===== src/rtl/hamming_pkg.sv =====
// Shared SECDED definitions for the 8-bit Hamming(12,8)+overall-parity code.
// Codeword positions 1..12: check bits at 1,2,4,8; data d0..d7 at 3,5,6,7,9,10,11,12.
package hamming_pkg;

   typedef struct packed {
      logic [3:0] p;
      logic       pall;
   } hamming_parity_t;

   localparam logic [3:0] DATA_POS [8] = '{4'd3, 4'd5, 4'd6, 4'd7, 4'd9, 4'd10, 4'd11, 4'd12};

   // Check bit k covers every data bit whose codeword position has bit k set.
   function automatic logic [3:0] hamming_check8(input logic [7:0] d);
      logic [3:0] p;
      p = 4'd0;
      for (int i = 0; i < 8; i++) begin
         for (int k = 0; k < 4; k++) begin
            if (DATA_POS[i][k]) p[k] = p[k] ^ d[i];
         end
      end
      return p;
   endfunction

   function automatic hamming_parity_t hamming_encode8(input logic [7:0] d);
      hamming_parity_t c;
      c.p    = hamming_check8(d);
      c.pall = ^{d, c.p};
      return c;
   endfunction

   function automatic logic [3:0] hamming_syndrome8(input logic [7:0] d, input logic [3:0] p);
      return hamming_check8(d) ^ p;
   endfunction

endpackage


===== src/rtl/top_hamming_ureg_if.sv =====
// Control and data bus of the SECDED-protected universal shift register.
interface top_hamming_ureg_if;
   logic       enable;
   logic [1:0] mode;
   logic       load;
   logic       serial_in;
   logic [7:0] parallel_in;
   logic       serial_out;
   logic [7:0] parallel_out;
   logic [7:0] pipo_out;
   logic [7:0] reg_data;

   modport master (
      output enable, mode, load, serial_in, parallel_in,
      input  serial_out, parallel_out, pipo_out, reg_data
   );

   modport slave (
      input  enable, mode, load, serial_in, parallel_in,
      output serial_out, parallel_out, pipo_out, reg_data
   );
endinterface


===== src/rtl/hamming_secded_dec8.sv =====
// Combinational SECDED decoder: corrects single-bit data errors, flags double errors.
module hamming_secded_dec8 (
   input  logic [7:0] data_i,
   input  logic [3:0] p_i,
   input  logic       pall_i,
   output logic [7:0] corr_o,
   output logic       single_err_o,
   output logic       dbl_err_o
);
   import hamming_pkg::*;

   logic [3:0] syn;
   logic       ov;

   assign syn = hamming_syndrome8(data_i, p_i);
   assign ov  = ^{data_i, p_i, pall_i};

   // A syndrome pointing at a check-bit position (or at pall, s==0) leaves data untouched.
   always_comb begin
      corr_o = data_i;
      if (ov) begin
         for (int i = 0; i < 8; i++) begin
            if (syn == DATA_POS[i]) corr_o[i] = ~data_i[i];
         end
      end
   end

   assign single_err_o = ov;
   assign dbl_err_o    = !ov && (syn != 4'd0);

endmodule


===== src/rtl/top_hamming_ureg.sv =====
// 8-bit universal shift register whose stored word is SECDED-protected and scrubbed every cycle.
module top_hamming_ureg (
   input  logic              clk,
   input  logic              rst,
   top_hamming_ureg_if.slave bus
);
   import hamming_pkg::*;

   localparam logic [1:0] MODE_SISO = 2'b00;
   localparam logic [1:0] MODE_SIPO = 2'b01;
   localparam logic [1:0] MODE_PISO = 2'b10;
   localparam logic [1:0] MODE_PIPO = 2'b11;

   logic [7:0]      reg_data_q, reg_data_d;
   logic [3:0]      p_q;
   logic            pall_q;
   hamming_parity_t chk_d;
   logic [7:0]      corr;
   logic            single_err, dbl_err;
   logic            unused_err_flags;

   hamming_secded_dec8 u_dec (
      .data_i       (reg_data_q),
      .p_i          (p_q),
      .pall_i       (pall_q),
      .corr_o       (corr),
      .single_err_o (single_err),
      .dbl_err_o    (dbl_err)
   );

   // Next word always derives from the corrected word, so holding also scrubs.
   always_comb begin
      reg_data_d = corr;
      if (bus.enable) begin
         case (bus.mode)
            MODE_SISO, MODE_SIPO: reg_data_d = {bus.serial_in, corr[7:1]};
            MODE_PISO:            reg_data_d = bus.load ? bus.parallel_in : {bus.serial_in, corr[7:1]};
            MODE_PIPO:            reg_data_d = bus.load ? bus.parallel_in : corr;
            default:              reg_data_d = corr;
         endcase
      end
   end

   assign chk_d = hamming_encode8(reg_data_d);

   always_ff @(posedge clk or posedge rst) begin
      if (rst) begin
         reg_data_q <= 8'h00;
         p_q        <= 4'd0;
         pall_q     <= 1'b0;
      end else begin
         reg_data_q <= reg_data_d;
         p_q        <= chk_d.p;
         pall_q     <= chk_d.pall;
      end
   end

   assign bus.serial_out   = corr[0];
   assign bus.parallel_out = corr;
   assign bus.pipo_out     = (bus.mode == MODE_PIPO) ? corr : 8'h00;
   assign bus.reg_data     = reg_data_q;

   // Error flags are debug-visible only.
   assign unused_err_flags = single_err ^ dbl_err;

endmodule


===== src/flat_wrapper.sv =====
// flat-port wrapper written by rule: the top's interface ports become plain ports
module top_hamming_ureg_flat import hamming_pkg::*;
  (clk, rst, bus_enable, bus_mode, bus_load, bus_serial_in, bus_parallel_in, bus_serial_out, bus_parallel_out, bus_pipo_out, bus_reg_data);
  top_hamming_ureg_if bus_i ();
  input  logic clk;
  input  logic rst;
  input wire logic [$bits(bus_i.enable)-1:0] bus_enable;
  input wire logic [$bits(bus_i.mode)-1:0] bus_mode;
  input wire logic [$bits(bus_i.load)-1:0] bus_load;
  input wire logic [$bits(bus_i.serial_in)-1:0] bus_serial_in;
  input wire logic [$bits(bus_i.parallel_in)-1:0] bus_parallel_in;
  output wire logic [$bits(bus_i.serial_out)-1:0] bus_serial_out;
  output wire logic [$bits(bus_i.parallel_out)-1:0] bus_parallel_out;
  output wire logic [$bits(bus_i.pipo_out)-1:0] bus_pipo_out;
  output wire logic [$bits(bus_i.reg_data)-1:0] bus_reg_data;
  assign bus_i.enable = bus_enable;
  assign bus_i.mode = bus_mode;
  assign bus_i.load = bus_load;
  assign bus_i.serial_in = bus_serial_in;
  assign bus_i.parallel_in = bus_parallel_in;
  assign bus_serial_out = bus_i.serial_out;
  assign bus_parallel_out = bus_i.parallel_out;
  assign bus_pipo_out = bus_i.pipo_out;
  assign bus_reg_data = bus_i.reg_data;
  top_hamming_ureg u_core (.clk(clk), .rst(rst), .bus(bus_i));
endmodule

===== config.mk =====
export PLATFORM = sky130hd
export DESIGN_NAME = top_hamming_ureg_flat
export DESIGN_NICKNAME = d
export VERILOG_FILES = /design/src/rtl/hamming_pkg.sv /design/src/rtl/top_hamming_ureg_if.sv /design/src/rtl/hamming_secded_dec8.sv /design/src/rtl/top_hamming_ureg.sv /design/src/flat_wrapper.sv
export SDC_FILE = /design/constraint.sdc
export NUM_CORES = 1
export LEC_CHECK = 0
export BUFFER_PORTS_ARGS = -buffer_cell sky130_fd_sc_hd__buf_2
export CAP_MARGIN = 30
export CELL_PAD_IN_SITES_DETAIL_PLACEMENT = 1
export CELL_PAD_IN_SITES_GLOBAL_PLACEMENT = 1
export CORE_MARGIN = 3
export CORE_UTILIZATION = 39
export DETAILED_ROUTE_END_ITERATION = 16
export PLACE_DENSITY_LB_ADDON = 0.1
export SLEW_MARGIN = 25
export SYNTH_ARGS = -nofsm -noshare
export SYNTH_HDL_FRONTEND = slang
export SYNTH_SLANG_ARGS = --single-unit

===== constraint.sdc =====
create_clock -name clk -period 4 [get_ports clk]
set_input_delay 0.4 -clock clk [delete_from_list [all_inputs] [get_ports clk]]
set_output_delay 0.4 -clock clk [all_outputs]
set_load 0.02 [all_outputs]

* Word-level counts from Yosys, hierarchy flattened
Index checks and enable logic that the tools add are counted.
** Storage, ports and cells
- Flip-flop bits (word level) :: 13
- Output and inout port bits :: 25
- Word-level logic and storage cells :: 69
** Cells by class
- Equal/unequal tests :: 11
- Mux-type cells :: 14
- Bitwise logic cells :: 37
- Reductions and logical operators :: 4
** Operators by type and width (number)
- two-way mux 8 bit :: 5
- XOR 1 bit :: 28
- one-hot mux 8 bit (3 select lines) :: 1
- equality test 4 bit, second input constant :: 4
- XOR reduction 13 bit :: 1
- equality test 4 x 3 -> 1 bit, second input constant :: 3
- XOR reduction 12 bit :: 1
- two-way mux 1 bit :: 8
- NOT 1 bit :: 8
- equality test 2 bit, second input constant :: 2
- equality test 4 x 2 -> 1 bit, second input constant :: 1
- XOR 4 bit :: 1
- equality test 2 x 1 -> 1 bit, second input constant :: 1
- zero test 2 bit :: 1
- OR reduction 2 bit :: 1

* Depth between registers and ports, before layout
Gate-level depths: netlist (run 1).
- Depth in word-level cells :: 16
- Mapped depth :: 12
- Depth with buffers taken out :: 11

* Cells and area by module
A second synthesis (run 1) with hierarchy kept.
** Second synthesis, totals
- Cells, all modules :: 134
- Area total of the unflattened synthesis :: 1441.4 um^2
** By module, submodules not included
- top_hamming_ureg :: instances 1, cells an instance 84, area each 927.1 um^2, sequential area each 325.3 um^2
- hamming_secded_dec8 :: instances 1, cells an instance 50, area each 514.2 um^2, sequential area each 0.0 um^2

* Worst setup path before layout (run 1)
No wires, ideal clock.
- Kind :: register to register
- Start point :: register u_core.reg_data_q[3], in the netlist u_core.bus.reg_data[3]
- End point :: register u_core.pall_q
- Library setup time :: 0.136 ns
- Data arrival time :: 3.224 ns
- Data required time :: 3.864 ns
- Slack :: 0.640 ns
- Cell stages (with the launch flop) :: 12
- Path buffers :: 1
- Cells stage by stage :: dfrtp_1 > buf_2 > xnor3_2 > xor2_1 > and3_1 > o21ai_2 > xor2_2 > inv_1 > o221ai_1 > a21oi_1 > xnor2_1 > xor3_1
** RTL lines
- start: declaration :: line top_hamming_ureg.sv:14 : logic [7:0] reg_data_q, reg_data_d;
- start signal: assignment :: line top_hamming_ureg.sv:52 : reg_data_q <= reg_data_d;
- end signal: assignment :: line top_hamming_ureg.sv:54 : pall_q <= chk_d.pall;
- end: declaration :: line top_hamming_ureg.sv:16 : logic pall_q;

==> metrics.log, run 1 <==
INFO  metric layout_common_cells = 39 x sky130_fd_sc_hd__buf_2, 14 x sky130_fd_sc_hd__nor2_1, 14 x sky130_fd_sc_hd__xnor2_1
INFO  metric r2r_slack = roughly 340 ps
INFO  metric final-max-slew-violation-count = 0
INFO  metric hold_buffers = 0
INFO  metric drt_wl_cell = about 17 um
INFO  metric std_cell_rows = 21
INFO  metric final_cell_area = 1650 um2
INFO  metric final_core_utilization = 0.486
INFO  metric crit_arrival = between 3000 and 4000 ps
INFO  metric cts_resized = 0
INFO  metric remaining_drc_errors = 0
INFO  metric synth.distinct_cells = 47
INFO  metric overall_global_routing_resource_usage = 0.189
INFO  metric timing.max_slew.rel_slack = 0.609
INFO  metric core-area = roughly 3400 um2
INFO  metric outcome = finished, final reports clean
INFO  metric grt_setup_unrepaired = no
INFO  metric tritoncts_clock_tree = built
INFO  metric finalWirelength = between 3000 and 4000 um
INFO  metric setup-tns-final = 0 ps
INFO  metric clkSlewWorstSetupHoldPaths = approximately 80 ps
INFO  metric initial_core_util = 0.414
INFO  metric gp_congestion = approximately 0.94
INFO  metric place.detailed.hpwl = roughly 3400 um
INFO  metric cp_data_required_time = 4160 ps
INFO  metric num_antenna_cells = 0
INFO  metric drive_above_1_share = 0.341
INFO  metric yosysSeqAreaShare = 0.232
INFO  metric synth_area_per_cell = 9.81 um2
INFO  metric drtIter0Drc = 45
INFO  metric fp.dieArea = 4350 um2
INFO  metric measured_slew_at_the_worst_slew_check_pin = slightly below 600 ps
INFO  metric cells_after_synthesis = 143
INFO  metric die_h = between 60 and 70 um
INFO  metric finClkSkew = 6.33 ps
INFO  metric layout-area-overhead-vs-synth = 17.5%
INFO  metric fmax = 0.273 GHz
INFO  metric via_count = 1,208
INFO  metric antenna_found_initial = 0
INFO  metric vias_per_cell = 5.37
INFO  metric io_pins = 40
INFO  metric clock_tree.buffer_depth = 2
INFO  metric synth-warning-count = 0
INFO  metric cts_setup_buffers = 0
INFO  metric min_period_over_period = 0.916
INFO  metric h-tree-depth = 1
INFO  metric first_pass_iters = 4
INFO  metric synth_seq_cells = 13
INFO  metric final_nets = 195
INFO  metric number_of_max_capacitance_violations_reported = 0
INFO  metric fin_hold_ws = 134 ps
INFO  metric detailed_place.area = 1620 um2
INFO  metric cts-root-buf = sky130_fd_sc_hd__clkbuf_4
INFO  metric tritoncts_num_sinks = 13
INFO  metric layout.cells.most_common = sky130_fd_sc_hd__buf_2
INFO  metric worstSkewPairLatency = 280 ps
INFO  metric timing.critical_path.from_type = register
INFO  metric mappedNetlistNets = approximately 160
INFO  metric numCtsBuffers = 3
INFO  metric critPathKind = register to register
INFO  metric global_route.overflow_total = 0
INFO  metric finalCriticalPeriod = 3660 ps
INFO  metric finalSetupViolations = 0
INFO  metric synth.cell_area = 1400 um2
INFO  metric final_hold_violations = 0
INFO  metric die_width = approximately 66 um
INFO  metric placement.io_buffers = 39
INFO  metric hold_class = input pin to async pin
INFO  metric wire_length_of_the_first_global_routing_pass = 6290 um
INFO  metric grt_pass1_vias = roughly 1,200
INFO  metric endpoint_kind_of_the_worst_setup_timing_path = register
INFO  metric worst-path-max-fanout = 7
INFO  metric largest_net_degree_at_the_start_of_global_routing = 14
INFO  metric antenna_violating_nets_post_route = 0
[registers in the layout, indices dropped and copies added (netlist names)]
signal               count
u_core.bus.reg_data      8
u_core.pall_q            1
u_core.p_q               4
[layout make-up]
cell class / instances / area, um2
Sequential cell: 13 / 325
Tap cell: 46 / 57.6
Timing Repair Buffer: 39 / 195
Multi-Input combinational cell: 116 / 1020
Fill cell: 405 / 1740
Inverter: 7 / 26.3
Clock buffer: 4 / 26.3
[final timing paths]
| path | from | end | depth (start not counted) |
|---|---|---|---|
| setup reg to reg | u_core.bus.reg_data[3]$_DFF_PP0_ | u_core.pall_q$_DFF_PP0_ | 10 |
| setup / recovery | u_core.bus.reg_data[3]$_DFF_PP0_ | u_core.pall_q$_DFF_PP0_ | 10 |
| hold / removal | rst | u_core.pall_q$_DFF_PP0_ | 2 |
| min in group clk | bus_parallel_in[1] | u_core.bus.reg_data[1]$_DFF_PP0_ | 3 |
| max in group asynchronous | rst | u_core.p_q[0]$_DFF_PP0_ | 2 |
| hold reg to reg | u_core.bus.reg_data[1]$_DFF_PP0_ | u_core.bus.reg_data[1]$_DFF_PP0_ | 3 |
[layer usage]
metal | part of all wire | vias to the layer above | GRT usage
met3 | 0.038 | 2 | 0.0153
met2 | 0.52 | 28 | 0.347
met1 | 0.43 | 606 | 0.242
met5 | 0 | - | 0
met4 | 0.0056 | 0 | 0.0381
li1 | - | 572 | -
[cell usage after synthesis (all sizes together)]
cell | n | area share
mux2i | 3 | 0.021
a31oi | 1 | 0.0045
nor2b | 3 | 0.013
inv | 7 | 0.019
o21a | 2 | 0.012
xor3 | 5 | 0.087
dfrtp | 13 | 0.23
nor2 | 14 | 0.037
or3 | 2 | 0.0089
mux2 | 1 | 0.0080
and3 | 3 | 0.014
o22ai | 2 | 0.0089
xnor3 | 5 | 0.083
o221ai | 2 | 0.017
nand2b | 1 | 0.0062
clkbuf | 3 | 0.0080
nand2 | 9 | 0.024
xnor2 | 17 | 0.13
nor4 | 2 | 0.018
a21oi | 7 | 0.028
nand3b | 1 | 0.0054
nand4b | 2 | 0.012
o2bb2ai | 1 | 0.0062
buf | 4 | 0.016
a21o | 1 | 0.0054
and2 | 1 | 0.0045
nor3b | 1 | 0.0054
xor2 | 10 | 0.073
nand3 | 5 | 0.018
o21ai | 7 | 0.028
o211ai | 3 | 0.016
a32oi | 1 | 0.0062
a221oi | 1 | 0.011
nor3 | 2 | 0.0071
a22oi | 1 | 0.0054
[logic make-up (layout without fill, tap and decap cells)]
kind of cell | count (synthesis) | after routing | share of synthesized area
flops | 13 | 13 | 0.232
mux | 4 | 4 | 0.0294
compound gates | 29 | 29 | 0.147
buf+inv | 14 | 50 | 0.0428
xor+xnor | 37 | 37 | 0.374
simple gates | 46 | 46 | 0.175
[through the flow]
stage | setup WS (ps) | cells
final | 338 | 225
after global routing | 171 | 225
after CTS | 322 | 225
after detailed placement | 335 | 221
after global placement | 410 | 221
after floorplan | 640 | 143
[worst max-delay path, stage by stage (launching register included)]
cell,delay [ps]
sky130_fd_sc_hd__dfrtp_1,550
sky130_fd_sc_hd__xnor3_2,550
sky130_fd_sc_hd__xor2_1,420
sky130_fd_sc_hd__and3_1,350
sky130_fd_sc_hd__o21ai_2,110
sky130_fd_sc_hd__xor2_2,260
sky130_fd_sc_hd__inv_1,100
sky130_fd_sc_hd__o221ai_1,180
sky130_fd_sc_hd__a21oi_1,180
sky130_fd_sc_hd__xnor2_1,390
sky130_fd_sc_hd__xor3_1,470
Power of run 1 is left out: the tool's default activity adds up to more than one toggle a clock period on the data nets, which glitch-free logic cannot reach.
==> inputs of run 2 (changes only) <==
- PLACE_DENSITY: not set -> 0.81
- PLACE_DENSITY_LB_ADDON: 0.1 -> not set
- RECOVER_POWER: not set -> 100
- SLEW_MARGIN: 25 -> not set
==> metrics.log, run 2 (synthesized netlist as in run 1, its figures left out) <==
INFO  metric timing.critical_path.depth = 10 (unchanged)
INFO  metric timing.critical_path.cells = xnor3_1 -> xnor2_1 -> mux2i_1 -> nor4_1 -> xnor2_1 -> mux2i_1 -> o21a_2 -> xnor2_2 -> xor2_1 -> xor3_1
INFO  metric worstReg2RegStart = u_core.bus.reg_data[1]$_DFF_PP0_
INFO  metric finalCriticalPeriod = 3730 ps (+70.0 ps)
INFO  metric clkSlewWorstSetupHoldPaths = 80 ps (about the same)
INFO  metric antenna_found_initial = 0 (unchanged)
INFO  metric critPathKind = register to register
INFO  metric grt_pass1_vias = 1,283 (+5.3%)
INFO  metric die_width = 66.0 um (unchanged)
INFO  metric cp_data_required_time = 4160 ps (about the same)
INFO  metric filler_cell_count = 440 (+8.6%)
INFO  metric outcome = finished, final reports clean
INFO  metric cts-root-buf = sky130_fd_sc_hd__clkbuf_4
INFO  metric number_of_max_capacitance_violations_reported = 0 (unchanged)
INFO  metric timing.critical_path.from_type = register
INFO  metric core-area = 3390 um2 (unchanged)
INFO  metric rr_endpoint = u_core.pall_q$_DFF_PP0_
INFO  metric timing.reg2reg.worst_path_depth = 10 (unchanged)
INFO  metric tritoncts_clock_tree = built
INFO  metric fmax = 0.268 GHz (-1.9%)
INFO  metric critical_path.top_delay_family = XOR/XNOR gates
INFO  metric final_nets = 195 (unchanged)
INFO  metric first_pass_iters = 4 (unchanged)
INFO  metric multi_input_comb_area = 973 um2 (-4.3%)
INFO  metric final_core_utilization = 0.466 (-0.0203)
INFO  metric via_count = 1,225 (+1.4%)
INFO  metric measured_slew_at_the_worst_slew_check_pin = 549 ps (-33.7 ps)
INFO  metric vias_per_cell = 5.44 (+1.4%)
INFO  metric critical_path_buf_inv_count = 0 (-1)
INFO  metric gp_congestion = 0.873 (-7.0%)
INFO  metric ff_latch_area = 325 um2 (unchanged)
INFO  metric place.detailed.hpwl = 3370 um (-0.19%)
INFO  metric remaining_drc_errors = 0 (unchanged)
INFO  metric drtIter0Drc = 70 (+56%)
INFO  metric final_hold_violations = 0 (unchanged)
INFO  metric worstSkewPairLatency = 280 ps (about the same)
INFO  metric finalSetupViolations = 0 (unchanged)
INFO  metric overall_global_routing_resource_usage = 0.194 (+0.00525)
INFO  metric stdcell_count = 225 (unchanged)
INFO  metric antenna_violating_nets_post_route = 0 (unchanged)
INFO  metric fp.dieArea = 4350 um2 (unchanged)
INFO  metric r2r_slack = 270 ps (-70 ps)
INFO  metric min_period_over_period = 0.933 (+0.0175)
INFO  metric h-tree-depth = 1 (unchanged)
INFO  metric largest_net_degree_at_the_start_of_global_routing = 14 (unchanged)
INFO  metric numCtsBuffers = 3 (unchanged)
INFO  metric global_route.overflow_total = 0 (unchanged)
INFO  metric io_pins = 40 (unchanged)
INFO  metric tritoncts_num_sinks = 13 (unchanged)
INFO  metric worst-path-max-fanout = 6 (-1)
INFO  metric timing.max_slew.rel_slack = 0.632 (+0.0226)
INFO  metric layout_common_cells = 21 x sky130_fd_sc_hd__clkbuf_1, 18 x sky130_fd_sc_hd__buf_2, 15 x sky130_fd_sc_hd__xnor2_1
INFO  metric largest_reg_flops = 8 (unchanged)
INFO  metric critical_path.slowest_cell = sky130_fd_sc_hd__xnor3_1
INFO  metric hold_buffers = 0 (unchanged)
INFO  metric setup-tns-final = 0 ps (unchanged)
INFO  metric cts_resized = 0 (unchanged)
INFO  metric cts_setup_buffers = 0 (unchanged)
INFO  metric placement.io_buffers = 39 (unchanged)
INFO  metric crit_arrival = 3890 ps (+70 ps)
INFO  metric std_cell_rows = 21 (unchanged)
INFO  metric cp_slowest_stage_delay = 530 ps (-20 ps)
INFO  metric endpoint_kind_of_the_worst_setup_timing_path = register
INFO  metric finClkSkew = 3.07 ps (-3.27 ps)
INFO  metric layout.cells.most_common = sky130_fd_sc_hd__clkbuf_1
INFO  metric drt_wl_cell = 17.7 um (+1.8%)
INFO  metric wire_length_of_the_first_global_routing_pass = 6400 um (+1.8%)
INFO  metric finalWirelength = 3990 um (+1.8%)
INFO  metric num_antenna_cells = 0 (unchanged)
INFO  metric initial_core_util = 0.414 (unchanged)
INFO  metric placed_insts = 221 (unchanged)
INFO  metric grt_setup_unrepaired = no
INFO  metric layout-area-overhead-vs-synth = 12.6%
INFO  metric die_h = 66.0 um (unchanged)
INFO  metric hold_class = input pin to async pin
INFO  metric drive_above_1_share = 0.190 (-0.151)
INFO  metric clock_tree.buffer_depth = 2 (unchanged)
INFO  metric final-max-slew-violation-count = 0 (unchanged)
## run 2: layer usage
| metal | GRT usage | vias up | wire [um] |
|---|---|---|---|
| met2 | 0.339 | 37 | 1990 |
| met3 | 0.0170 | 6 | 195 |
| met5 | 0 | - | 0 |
| met1 | 0.253 | 611 | 1740 |
| met4 | 0.0609 | 0 | 57 |
| li1 | - | 571 | - |
## run 2: final cells by class
type | count | area share
Clock inverter | 1 | 0.00317
Inverter | 7 | 0.0166
Sequential cell | 13 | 0.206
Timing Repair Buffer | 39 | 0.107
Tap cell | 46 | 0.0365
Multi-Input combinational cell | 116 | 0.616
Clock buffer | 3 | 0.0143
## run 2: stage by stage
| stage | setup WS [ps] | cell area (um2) | hold slack [ps] |
|---|---|---|---|
| 3_5_place_dp | 353 | 1620 | 450 |
| 2_1_floorplan | 640 | 1400 | 277 |
| 4_1_cts | 307 | 1650 | 136 |
| 6_report | 268 | 1580 | 119 |
| 5_1_grt | 33.0 | 1580 | 159 |
| 3_3_place_gp | 457 | 1620 | 438 |
## run 2: worst max-delay path by stage
stage                                          to                             start  slack (ps)
after floorplan           u_core.pall_q$_DFF_PP0_  u_core.bus.reg_data[3]$_DFF_PP0_         640
after global placement    u_core.pall_q$_DFF_PP0_  u_core.bus.reg_data[3]$_DFF_PP0_         460
after detailed placement  u_core.pall_q$_DFF_PP0_  u_core.bus.reg_data[3]$_DFF_PP0_         350
after CTS                 u_core.pall_q$_DFF_PP0_  u_core.bus.reg_data[3]$_DFF_PP0_         310
after global routing      u_core.pall_q$_DFF_PP0_  u_core.bus.reg_data[1]$_DFF_PP0_          30
final                     u_core.pall_q$_DFF_PP0_  u_core.bus.reg_data[1]$_DFF_PP0_         270
Power of run 2 is left out for the same reason.
